### config.mk
export PLATFORM = sky130hd
export DESIGN_NAME = rv_lzc_iter_flat
export DESIGN_NICKNAME = d
export VERILOG_FILES = /design/src/rtl/rv_lzc_iter_if.sv /design/src/rtl/rv_lzc_iter.sv /design/src/flat_wrapper.sv
export SDC_FILE = /design/constraint.sdc
export NUM_CORES = 1
export LEC_CHECK = 0
export CORE_ASPECT_RATIO = 1.5
export CORE_MARGIN = 10
export CORE_UTILIZATION = 35
export CTS_BUF_LIST = sky130_fd_sc_hd__clkbuf_8
export DETAILED_ROUTE_END_ITERATION = 8
export PLACE_DENSITY = 0.58
export SLEW_MARGIN = 20
export SYNTH_ARGS = -nofsm -noshare
export SYNTH_HDL_FRONTEND = slang
export SYNTH_SLANG_ARGS = --single-unit
### constraint.sdc
create_clock -name clk -period 15.35 [get_ports clk]
set_input_delay 3.07 -clock clk [delete_from_list [all_inputs] [get_ports clk]]
set_output_delay 3.07 -clock clk [all_outputs]
set_load 0.02 [all_outputs]
### src/rtl/rv_lzc_iter_if.sv
// Request/response bundle for the iterative zero counter.
// The requester drives req_* and rsp_ready; the counter drives req_ready and rsp_*.
interface rv_lzc_iter_if #(
  parameter int unsigned N    = 64,
  parameter int unsigned TAGW = 4
);
  localparam int unsigned CW = $clog2(N) + 1;

  logic            req_valid;
  logic            req_ready;
  logic [N-1:0]    req_data;
  logic            req_mode;
  logic [TAGW-1:0] req_tag;
  logic            rsp_valid;
  logic            rsp_ready;
  logic [CW-1:0]   rsp_cnt;
  logic            rsp_zero;
  logic [TAGW-1:0] rsp_tag;

  modport master (
    output req_valid, req_data, req_mode, req_tag, rsp_ready,
    input  req_ready, rsp_valid, rsp_cnt, rsp_zero, rsp_tag
  );

  modport slave (
    input  req_valid, req_data, req_mode, req_tag, rsp_ready,
    output req_ready, rsp_valid, rsp_cnt, rsp_zero, rsp_tag
  );
endinterface

### src/rtl/rv_lzc_iter.sv
// Iterative leading/trailing zero counter: scans CHUNK bits per cycle from the counted
// end of a latched operand and answers with the count and the caller's tag.
module rv_lzc_iter #(
  parameter int unsigned N     = 64,
  parameter int unsigned CHUNK = 8,
  parameter int unsigned TAGW  = 4
) (
  input  logic             clk,
  input  logic             reset,
  rv_lzc_iter_if.slave     bus
);
  localparam int unsigned LOGN      = $clog2(N);
  localparam int unsigned CW        = LOGN + 1;
  localparam int unsigned NCH       = N / CHUNK;
  localparam int unsigned KW        = (NCH > 1) ? $clog2(NCH) : 1;
  localparam int unsigned LOG_CHUNK = $clog2(CHUNK);

  typedef enum logic [1:0] {
    S_IDLE,
    S_SCAN,
    S_DONE
  } state_e;

  state_e          state_q, state_d;
  logic [KW-1:0]   k_q, k_d;
  logic [N-1:0]    data_q, data_d;
  logic            mode_q, mode_d;
  logic [TAGW-1:0] tag_q, tag_d;
  logic [CW-1:0]   cnt_q, cnt_d;
  logic            zero_q, zero_d;

  logic [CW-1:0]    offset;
  logic [CW-1:0]    shamt;
  logic [CHUNK-1:0] chunk;
  logic [CW-1:0]    local_cnt;

  // Zeros counted from the chunk MSB (lead=1) or LSB (lead=0); only meaningful for c != 0.
  function automatic logic [CW-1:0] zeros_from_end(input logic [CHUNK-1:0] c, input logic lead);
    logic [CW-1:0] n;
    logic          found;
    n     = '0;
    found = 1'b0;
    for (int i = 0; i < int'(CHUNK); i++) begin
      if (!found) begin
        if (c[lead ? (int'(CHUNK) - 1 - i) : i]) found = 1'b1;
        else                                     n     = n + CW'(1);
      end
    end
    return n;
  endfunction

  // Chunk k sits k*CHUNK bits in from the counted end of the operand.
  assign offset    = CW'(k_q) << LOG_CHUNK;
  assign shamt     = mode_q ? (CW'(N - CHUNK) - offset) : offset;
  assign chunk     = CHUNK'(data_q >> shamt);
  assign local_cnt = zeros_from_end(chunk, mode_q);

  assign bus.req_ready = (state_q == S_IDLE) && !reset;
  assign bus.rsp_valid = (state_q == S_DONE);
  assign bus.rsp_cnt   = cnt_q;
  assign bus.rsp_zero  = zero_q;
  assign bus.rsp_tag   = tag_q;

  always_comb begin
    // NOTE: every signal gets its hold value first so no path through the case infers a latch.
    state_d = state_q;
    k_d     = k_q;
    data_d  = data_q;
    mode_d  = mode_q;
    tag_d   = tag_q;
    cnt_d   = cnt_q;
    zero_d  = zero_q;

    unique case (state_q)
      S_IDLE: begin
        if (bus.req_valid && bus.req_ready) begin
          data_d  = bus.req_data;
          mode_d  = bus.req_mode;
          tag_d   = bus.req_tag;
          k_d     = '0;
          state_d = S_SCAN;
        end
      end
      S_SCAN: begin
        if (chunk != '0) begin
          cnt_d   = offset + local_cnt;
          zero_d  = 1'b0;
          state_d = S_DONE;
        end else if (k_q == KW'(NCH - 1)) begin
          cnt_d   = CW'(N);
          zero_d  = 1'b1;
          state_d = S_DONE;
        end else begin
          k_d = k_q + KW'(1);
        end
      end
      S_DONE: begin
        if (bus.rsp_ready) state_d = S_IDLE;
      end
      default: state_d = S_IDLE;
    endcase
  end

  always_ff @(posedge clk or posedge reset) begin
    if (reset) begin
      state_q <= S_IDLE;
      k_q     <= '0;
      data_q  <= '0;
      mode_q  <= 1'b0;
      tag_q   <= '0;
      cnt_q   <= '0;
      zero_q  <= 1'b0;
    end else begin
      // NOTE: non-blocking updates so every flop samples the pre-edge values of the others.
      state_q <= state_d;
      k_q     <= k_d;
      data_q  <= data_d;
      mode_q  <= mode_d;
      tag_q   <= tag_d;
      cnt_q   <= cnt_d;
      zero_q  <= zero_d;
    end
  end
endmodule

### src/flat_wrapper.sv
// flat-port wrapper written by rule: the top's interface ports become plain ports
module rv_lzc_iter_flat 
#(
  parameter int unsigned N     = 64,
  parameter int unsigned CHUNK = 8,
  parameter int unsigned TAGW  = 4
)
  (clk, reset, bus_req_valid, bus_req_data, bus_req_mode, bus_req_tag, bus_rsp_ready, bus_req_ready, bus_rsp_valid, bus_rsp_cnt, bus_rsp_zero, bus_rsp_tag);
  rv_lzc_iter_if #(.N(N), .TAGW(TAGW)) bus_i ();
  input  logic clk;
  input  logic reset;
  input wire logic [$bits(bus_i.req_valid)-1:0] bus_req_valid;
  input wire logic [$bits(bus_i.req_data)-1:0] bus_req_data;
  input wire logic [$bits(bus_i.req_mode)-1:0] bus_req_mode;
  input wire logic [$bits(bus_i.req_tag)-1:0] bus_req_tag;
  input wire logic [$bits(bus_i.rsp_ready)-1:0] bus_rsp_ready;
  output wire logic [$bits(bus_i.req_ready)-1:0] bus_req_ready;
  output wire logic [$bits(bus_i.rsp_valid)-1:0] bus_rsp_valid;
  output wire logic [$bits(bus_i.rsp_cnt)-1:0] bus_rsp_cnt;
  output wire logic [$bits(bus_i.rsp_zero)-1:0] bus_rsp_zero;
  output wire logic [$bits(bus_i.rsp_tag)-1:0] bus_rsp_tag;
  assign bus_i.req_valid = bus_req_valid;
  assign bus_i.req_data = bus_req_data;
  assign bus_i.req_mode = bus_req_mode;
  assign bus_i.req_tag = bus_req_tag;
  assign bus_i.rsp_ready = bus_rsp_ready;
  assign bus_req_ready = bus_i.req_ready;
  assign bus_rsp_valid = bus_i.rsp_valid;
  assign bus_rsp_cnt = bus_i.rsp_cnt;
  assign bus_rsp_zero = bus_i.rsp_zero;
  assign bus_rsp_tag = bus_i.rsp_tag;
  rv_lzc_iter #(.N(N), .CHUNK(CHUNK), .TAGW(TAGW)) u_core (.clk(clk), .reset(reset), .bus(bus_i));
endmodule
==> results of run 1 <==
[worst paths after layout]
path	start	to	depth (start not counted)
min in group asynchronous	reset	u_core.state_q[0]	3
max in group asynchronous	reset	u_core.data_q[16]	3
max	reset	bus_req_ready	3
min	u_core.bus.rsp_cnt[3]	u_core.bus.rsp_cnt[3]	1
max reg2reg	u_core.k_q[0]	u_core.bus.rsp_cnt[4]	27
min reg2reg	u_core.bus.rsp_cnt[3]	u_core.bus.rsp_cnt[3]	1
[critical path, stage by stage]
cell and delay, ns:
clkdlybuf4s50_1 0.45, nor3_1 0.21, clkdlybuf4s50_1 0.66
[sequential cells by signal, summed over array words and instances, names as in the netlist]
register and flops:
u_core.state_q 2, u_core.data_q 64, u_core.bus.rsp_cnt 7, u_core.bus.rsp_tag 4, u_core.bus.rsp_zero 1, u_core.k_q 3, u_core.mode_q 1
[per-layer routing]
layer	up-vias	part of all wire, %	track usage, %
met5	-	0	0
met4	0	2.0	4.85
met3	14	3.6	2.61
met2	78	54	24.9
met1	1961	40	14.9
li1	1872	-	-
[kinds of logic after synthesis]
group	count (synthesis)
multiplexers	104
AO/OA/AOI/OAI	98
AND/OR/NAND/NOR	108
XOR/XNOR	5
buffers and inverters	50
adder cells (fa/ha/maj)	11
other	1
flip-flops	82
[cell usage after synthesis (5+ instances only)]
| cell type | instances | area, um2 |
|---|---|---|
| dfrtp_1 | 82 | 2050 |
| mux2_2 | 81 | 912 |
| mux2i_1 | 19 | 190 |
| nand2_1 | 19 | 71.3 |
| clkbuf_1 | 18 | 67.6 |
| inv_1 | 18 | 67.6 |
| a221oi_1 | 16 | 140 |
| a22o_1 | 14 | 123 |
| a22oi_1 | 13 | 97.6 |
| nor3_1 | 13 | 65.1 |
| o21ai_0 | 12 | 60.1 |
| ha_1 | 10 | 125 |
| a21oi_1 | 9 | 45.0 |
| nor2_1 | 9 | 33.8 |
| nand3_1 | 8 | 40.0 |
| o22ai_1 | 8 | 50.1 |
| buf_2 | 7 | 35.0 |
| nor2b_1 | 7 | 43.8 |
| nor3b_1 | 7 | 52.6 |
| and2_1 | 6 | 37.5 |
| nand2b_1 | 6 | 37.5 |
| and3_1 | 5 | 31.3 |
| buf_6 | 5 | 56.3 |
| or2_2 | 5 | 31.3 |
[final cells by class]
| class | count | share of cell area (%) |
|---|---|---|
| Clock buffer | 9 | 1.99 |
| Clock inverter | 7 | 1.23 |
| Inverter | 19 | 1.17 |
| Multi-Input combinational cell | 327 | 44.3 |
| Sequential cell | 82 | 33.0 |
| Tap cell | 192 | 3.86 |
| Timing Repair Buffer | 91 | 14.5 |
[power groups by stage]
stage	clock network, mW	registers (mW)	logic, mW
after floorplan	0	0.327	0.316
after global placement	0	0.330	0.424
after CTS	0.166	0.328	0.438
final	0.160	0.328	0.437
after detailed placement	0	0.333	0.436
after global routing	0.175	0.338	0.481
[through the flow]
stage          std cells  area (um2)
6_report             727        6220
5_1_grt              727        6220
4_1_cts              727        6220
3_5_place_dp         711        6020
3_3_place_gp         711        6020
2_1_floorplan        459        5040
==> run metrics, run 1 <==
status completed; largest family of logic cells by synthesized area multiplexers; Post-synth EDFFs 0; Fillers 1409; Synth Area in Simple Gates 12.9%; Post-synth ARST share 100%; starting DRC count in detailed routing 223; total die area 19700 um2; commonest cells after routing, fill and taps aside clkdlybuf4s50_1 (86), dfrtp_1 (82), mux2_2 (81); Routed Antenna Nets 0; reg2reg setup slack 8.22 ns; Peak VDD IR 54.6 uV; final setup violation count 0; largest net degree at the start of global routing 83; Reg power frac 35.5%; First-pass DRT Iterations 4; detailed-route via count 3925; gpl congestion 0.811; Register Area 2050 um2; synthesized flop and latch total 82; CTS clk-pin slew, worst paths 0.09 ns; pre-CTS setup slack 7.87 ns; mux cell area share after synthesis 22.8%; Worst Skew 0.0105 ns; worst hold path class reg -> reg; CTS Hold Bufs 0; initial cell density of the core 35.9%; routed vias/inst 5.40; CP required 12.28 ns; number of global-route vias before repair 4202; Final Hold Vio Count 0; Root Buffer clkbuf_8; Skew-Pair Late Insertion Delay 0.38 ns; Setup TNS Final 0 ns; crit path max fanout 2; Cells after Synth 459; switching share of power 40.4%; pwr/cell area 149 nW/um2; # port buffers 86; Synth Area in Adders 2.88%; Lkg Pwr 2.56 nW; net switching component of the power 0.373 mW; Resized Gates After CTS 0; Synth Area per Inst 11.0 um2; total grt overflow 0; Die H 167 um; f_max 134 MHz; core area 14100 um2; cts bufs inserted 9; crit end category primary output; dominant synthesized flop cell dfrtp_1; multi-input logic area 2750 um2; htree depth 3; internal power component 0.552 mW; worst-margin pin slew 0.933 ns; Area Overhead vs Synth 23.4%; gr usage total 13.5%; final cell utilization of the core 44.2%; CTS tree done; clock power share 17.3%; min cycle time layout 7.47 ns; share of cells above drive strength 1 21.9%; XOR/XNOR share of the synthesized area 0.869%; max cap viols 0; worst hold slack 0.509 ns; Setup WS post-layout 7.88 ns; Worst setup SP type input pin; most common cell after layout, fill and taps aside clkdlybuf4s50_1; RSZ-0062 raised after global routing no; compound-gate portion of the synthesized area 15.0%; crit path kind in -> out; postcts setup bufs 0; Gate power share 47.2%; CTS Sinks 82; clk buf depth 2; Slew HR 37.8%; CP arrival 4.40 ns; first-pass GRT wire length 21900 um; Routed wire per std cell 18.3 um; DP HPWL 9950 um; drt drc 0; count of cell types in the netlist 65; YS warnings 0; row count 53; Die W 118 um; net count after synthesis 543; Final #Nets 614; fin. max-slew vios 0; I/O pins 87; Antenna diodes 0; Total Wirelength 13300 um; Seq/Total Area, Yosys 40.7%; total power 0.925 mW; initial antenna violation count 0; Post-Syn Area 5040 um2; Tcrit/Tclk final 48.6%
(Power assumes the default switching activity.)
==> run 2: changes to the inputs <==
--- a/config.mk
+++ b/config.mk
@@ -10,7 +10,7 @@
 export CORE_UTILIZATION = 35
 export CTS_BUF_LIST = sky130_fd_sc_hd__clkbuf_8
 export DETAILED_ROUTE_END_ITERATION = 8
-export PLACE_DENSITY = 0.58
+export PLACE_DENSITY = 0.6
 export SLEW_MARGIN = 20
 export SYNTH_ARGS = -nofsm -noshare
 export SYNTH_HDL_FRONTEND = slang
==> constraint.sdc (replaced) <==
create_clock -name clk -period 6.65 [get_ports clk]
set_input_delay 1.33 -clock clk [delete_from_list [all_inputs] [get_ports clk]]
set_output_delay 1.33 -clock clk [all_outputs]
set_load 0.02 [all_outputs]
==> run 2 against run 1 <==
Combinational power increased by 140%. Clock skew is 0.0011 ns higher. Count of clock-buffer cells in the layout is 1 higher. Flip-flop and latch count is the same. Critical endpoint is now u_core.bus.rsp_cnt[5]. Largest power group unchanged.
==> run metrics, run 2 (same netlist as run 1, synthesis figures left out) <==
status completed; Lkg Pwr 2.63 nW (+2.7%); Die W 118 um (unchanged); postcts setup bufs 0 (unchanged); Routed Antenna Nets 0 (unchanged); Final Hold Vio Count 0 (unchanged); Final Cell Area 6370 um2 (+2.5%); Worst setup SP type flip-flop; fin. max-slew vios 0 (unchanged); gr usage total 13.8% (+0.30 points); crit path kind reg -> reg; Antenna diodes 0 (unchanged); cts bufs inserted 9 (unchanged); CP required 6.90 ns (-5.38 ns); RR Endpoint u_core.bus.rsp_cnt[5]; worst hold path class reg -> reg; Peak VDD IR 170 uV (+210%); Area Overhead vs Synth 26.4%; row count 53 (unchanged); Die H 167 um (unchanged); htree depth 3 (unchanged); crit path max fanout 43 (+41); Final #Nets 624 (+1.6%); pwr/cell area 350 nW/um2 (+140%); detailed-route via count 3973 (+1.2%); CP arrival 6.60 ns (+2.20 ns); share of cells above drive strength 1 24.6% (+2.7 points); CTS tree done; routed vias/inst 5.39 (-0.15%); DP HPWL 10400 um (+4.4%); most common cell after layout, fill and taps aside clkdlybuf4s50_1; worst-margin pin slew 0.900 ns (-0.0328 ns); Worst Skew 0.0116 ns (+0.00113 ns); Routed wire per std cell 18.4 um (+0.62%); min cycle time layout 6.35 ns; clk buf depth 2 (unchanged); starting DRC count in detailed routing 171 (-23%); initial antenna violation count 0 (unchanged); total grt overflow 0 (unchanged); reg2reg setup slack 0.30 ns (-7.92 ns); First-pass DRT Iterations 4 (unchanged); Tcrit/Tclk final 95.5%; crit end category flip-flop; met1 usage 15.0% (+0.15 points); f_max 157 MHz; CTS Sinks 82 (unchanged); RSZ-0062 raised after global routing no; grt peak-use layer met2; gpl congestion 0.826 (+1.9%); largest net degree at the start of global routing 83 (unchanged); Most flops, register u_core.data_q; number of global-route vias before repair 4189 (-0.31%); Total Wirelength 13600 um (+2.0%); Setup TNS Final 0 ns (unchanged); core area 14100 um2 (unchanged); max FFs per register 64 (unchanged); CTS clk-pin slew, worst paths 0.08 ns (about the same); Fillers 1383 (-1.8%); initial cell density of the core 35.9% (unchanged); max cap viols 0 (unchanged); CTS Hold Bufs 0 (unchanged); M3 GR Usage 2.50% (-0.10 points); Skew-Pair Late Insertion Delay 0.37 ns (about the same); commonest cells after routing, fill and taps aside clkdlybuf4s50_1 (86), mux2_2 (81), dfrtp_1 (79); Worst R2R Start u_core.k_q[0]; drt drc 0 (unchanged); post-placement cell area 6120 um2 (+1.7%); first-pass GRT wire length 22100 um (+0.95%); R2R cell count 27 (unchanged); met2 Use GR 25.5% (+0.64 points); Resized Gates After CTS 0 (unchanged); Worst setup startpoint u_core.k_q[0]; Slew HR 40.0% (+2.2 points); I/O pins 87 (unchanged); total die area 19700 um2 (unchanged); Root Buffer clkbuf_8; CP endpoint u_core.bus.rsp_cnt[5]; # port buffers 86 (unchanged); final setup violation count 0 (unchanged)
-- run 2: through the flow --
| step | util, % | setup WS (ns) | power (mW) | hold WS (ns) | cells |
|---|---|---|---|---|---|
| finish | 45.3 | 0.301 | 2.23 | 0.508 | 737 |
| global route | 45.3 | 0.0138 | 2.39 | 0.527 | 737 |
| CTS | 45.1 | 0.00565 | 2.23 | 0.512 | 737 |
| detailed placement | 43.5 | 0.0363 | 1.81 | 0.489 | 721 |
| global placement | 43.5 | 0.238 | 1.78 | 0.480 | 721 |
| floorplan | - | 0.636 | 1.48 | 0.472 | 459 |
-- run 2: power breakdown --
group | internal (mW) | switching, mW
clock network | 0.222 | 0.191
registers | 0.645 | 0.137
logic | 0.508 | 0.528
total | 1.37 | 0.855
-- run 2: how the worst min path moves through the flow --
stage,start,end,slack [ns],cells past startpoint
after floorplan,u_core.data_q[54],u_core.data_q[54],0.47,1
after global placement,u_core.bus.rsp_zero,u_core.bus.rsp_zero,0.48,2
after detailed placement,u_core.bus.rsp_zero,u_core.bus.rsp_zero,0.49,2
after CTS,u_core.bus.rsp_zero,u_core.bus.rsp_zero,0.51,2
after global routing,u_core.bus.rsp_cnt[2],u_core.bus.rsp_cnt[2],0.53,1
final,u_core.bus.rsp_cnt[0],u_core.bus.rsp_cnt[0],0.51,1
-- run 2: critical path, stage by stage (launching register included) --
cell      delay [ns]
dfrtp_2         0.46
buf_12          0.19
or4b_2          0.64
nand4_1         0.13
nand4b_1        0.23
a22oi_2         0.28
a21oi_1         0.15
inv_1           0.11
ha_1            0.26
nor2_1          0.11
nor2_1          0.05
ha_1            0.30
mux2_1          0.30
o21ai_2         0.22
inv_1           0.08
ha_1            0.23
and2_1          0.18
and3_1          0.19
or4_1           0.40
o211ai_1        0.16
nor3b_1         0.11
and4bb_1        0.29
xor2_1          0.17
ha_1            0.19
inv_1           0.06
fa_1            0.40
xnor2_1         0.13
a22o_1          0.19
-- run 2: layer usage --
metal | wire length [um] | part of all wire (%)
met1 | 5350 | 39
met2 | 7460 | 55
met3 | 496 | 3.7
met4 | 251 | 1.9
met5 | 0 | 0
-- run 2: area by class of cell --
cell class / count / area [um2] / area share (%)
Multi-Input combinational cell: 327 / 2780 / 43.6
Sequential cell: 82 / 2060 / 32.3
Timing Repair Buffer: 101 / 1000 / 15.7
Tap cell: 192 / 240 / 3.77
Clock buffer: 10 / 138 / 2.16
Clock inverter: 6 / 88.8 / 1.39
Inverter: 19 / 72.6 / 1.14
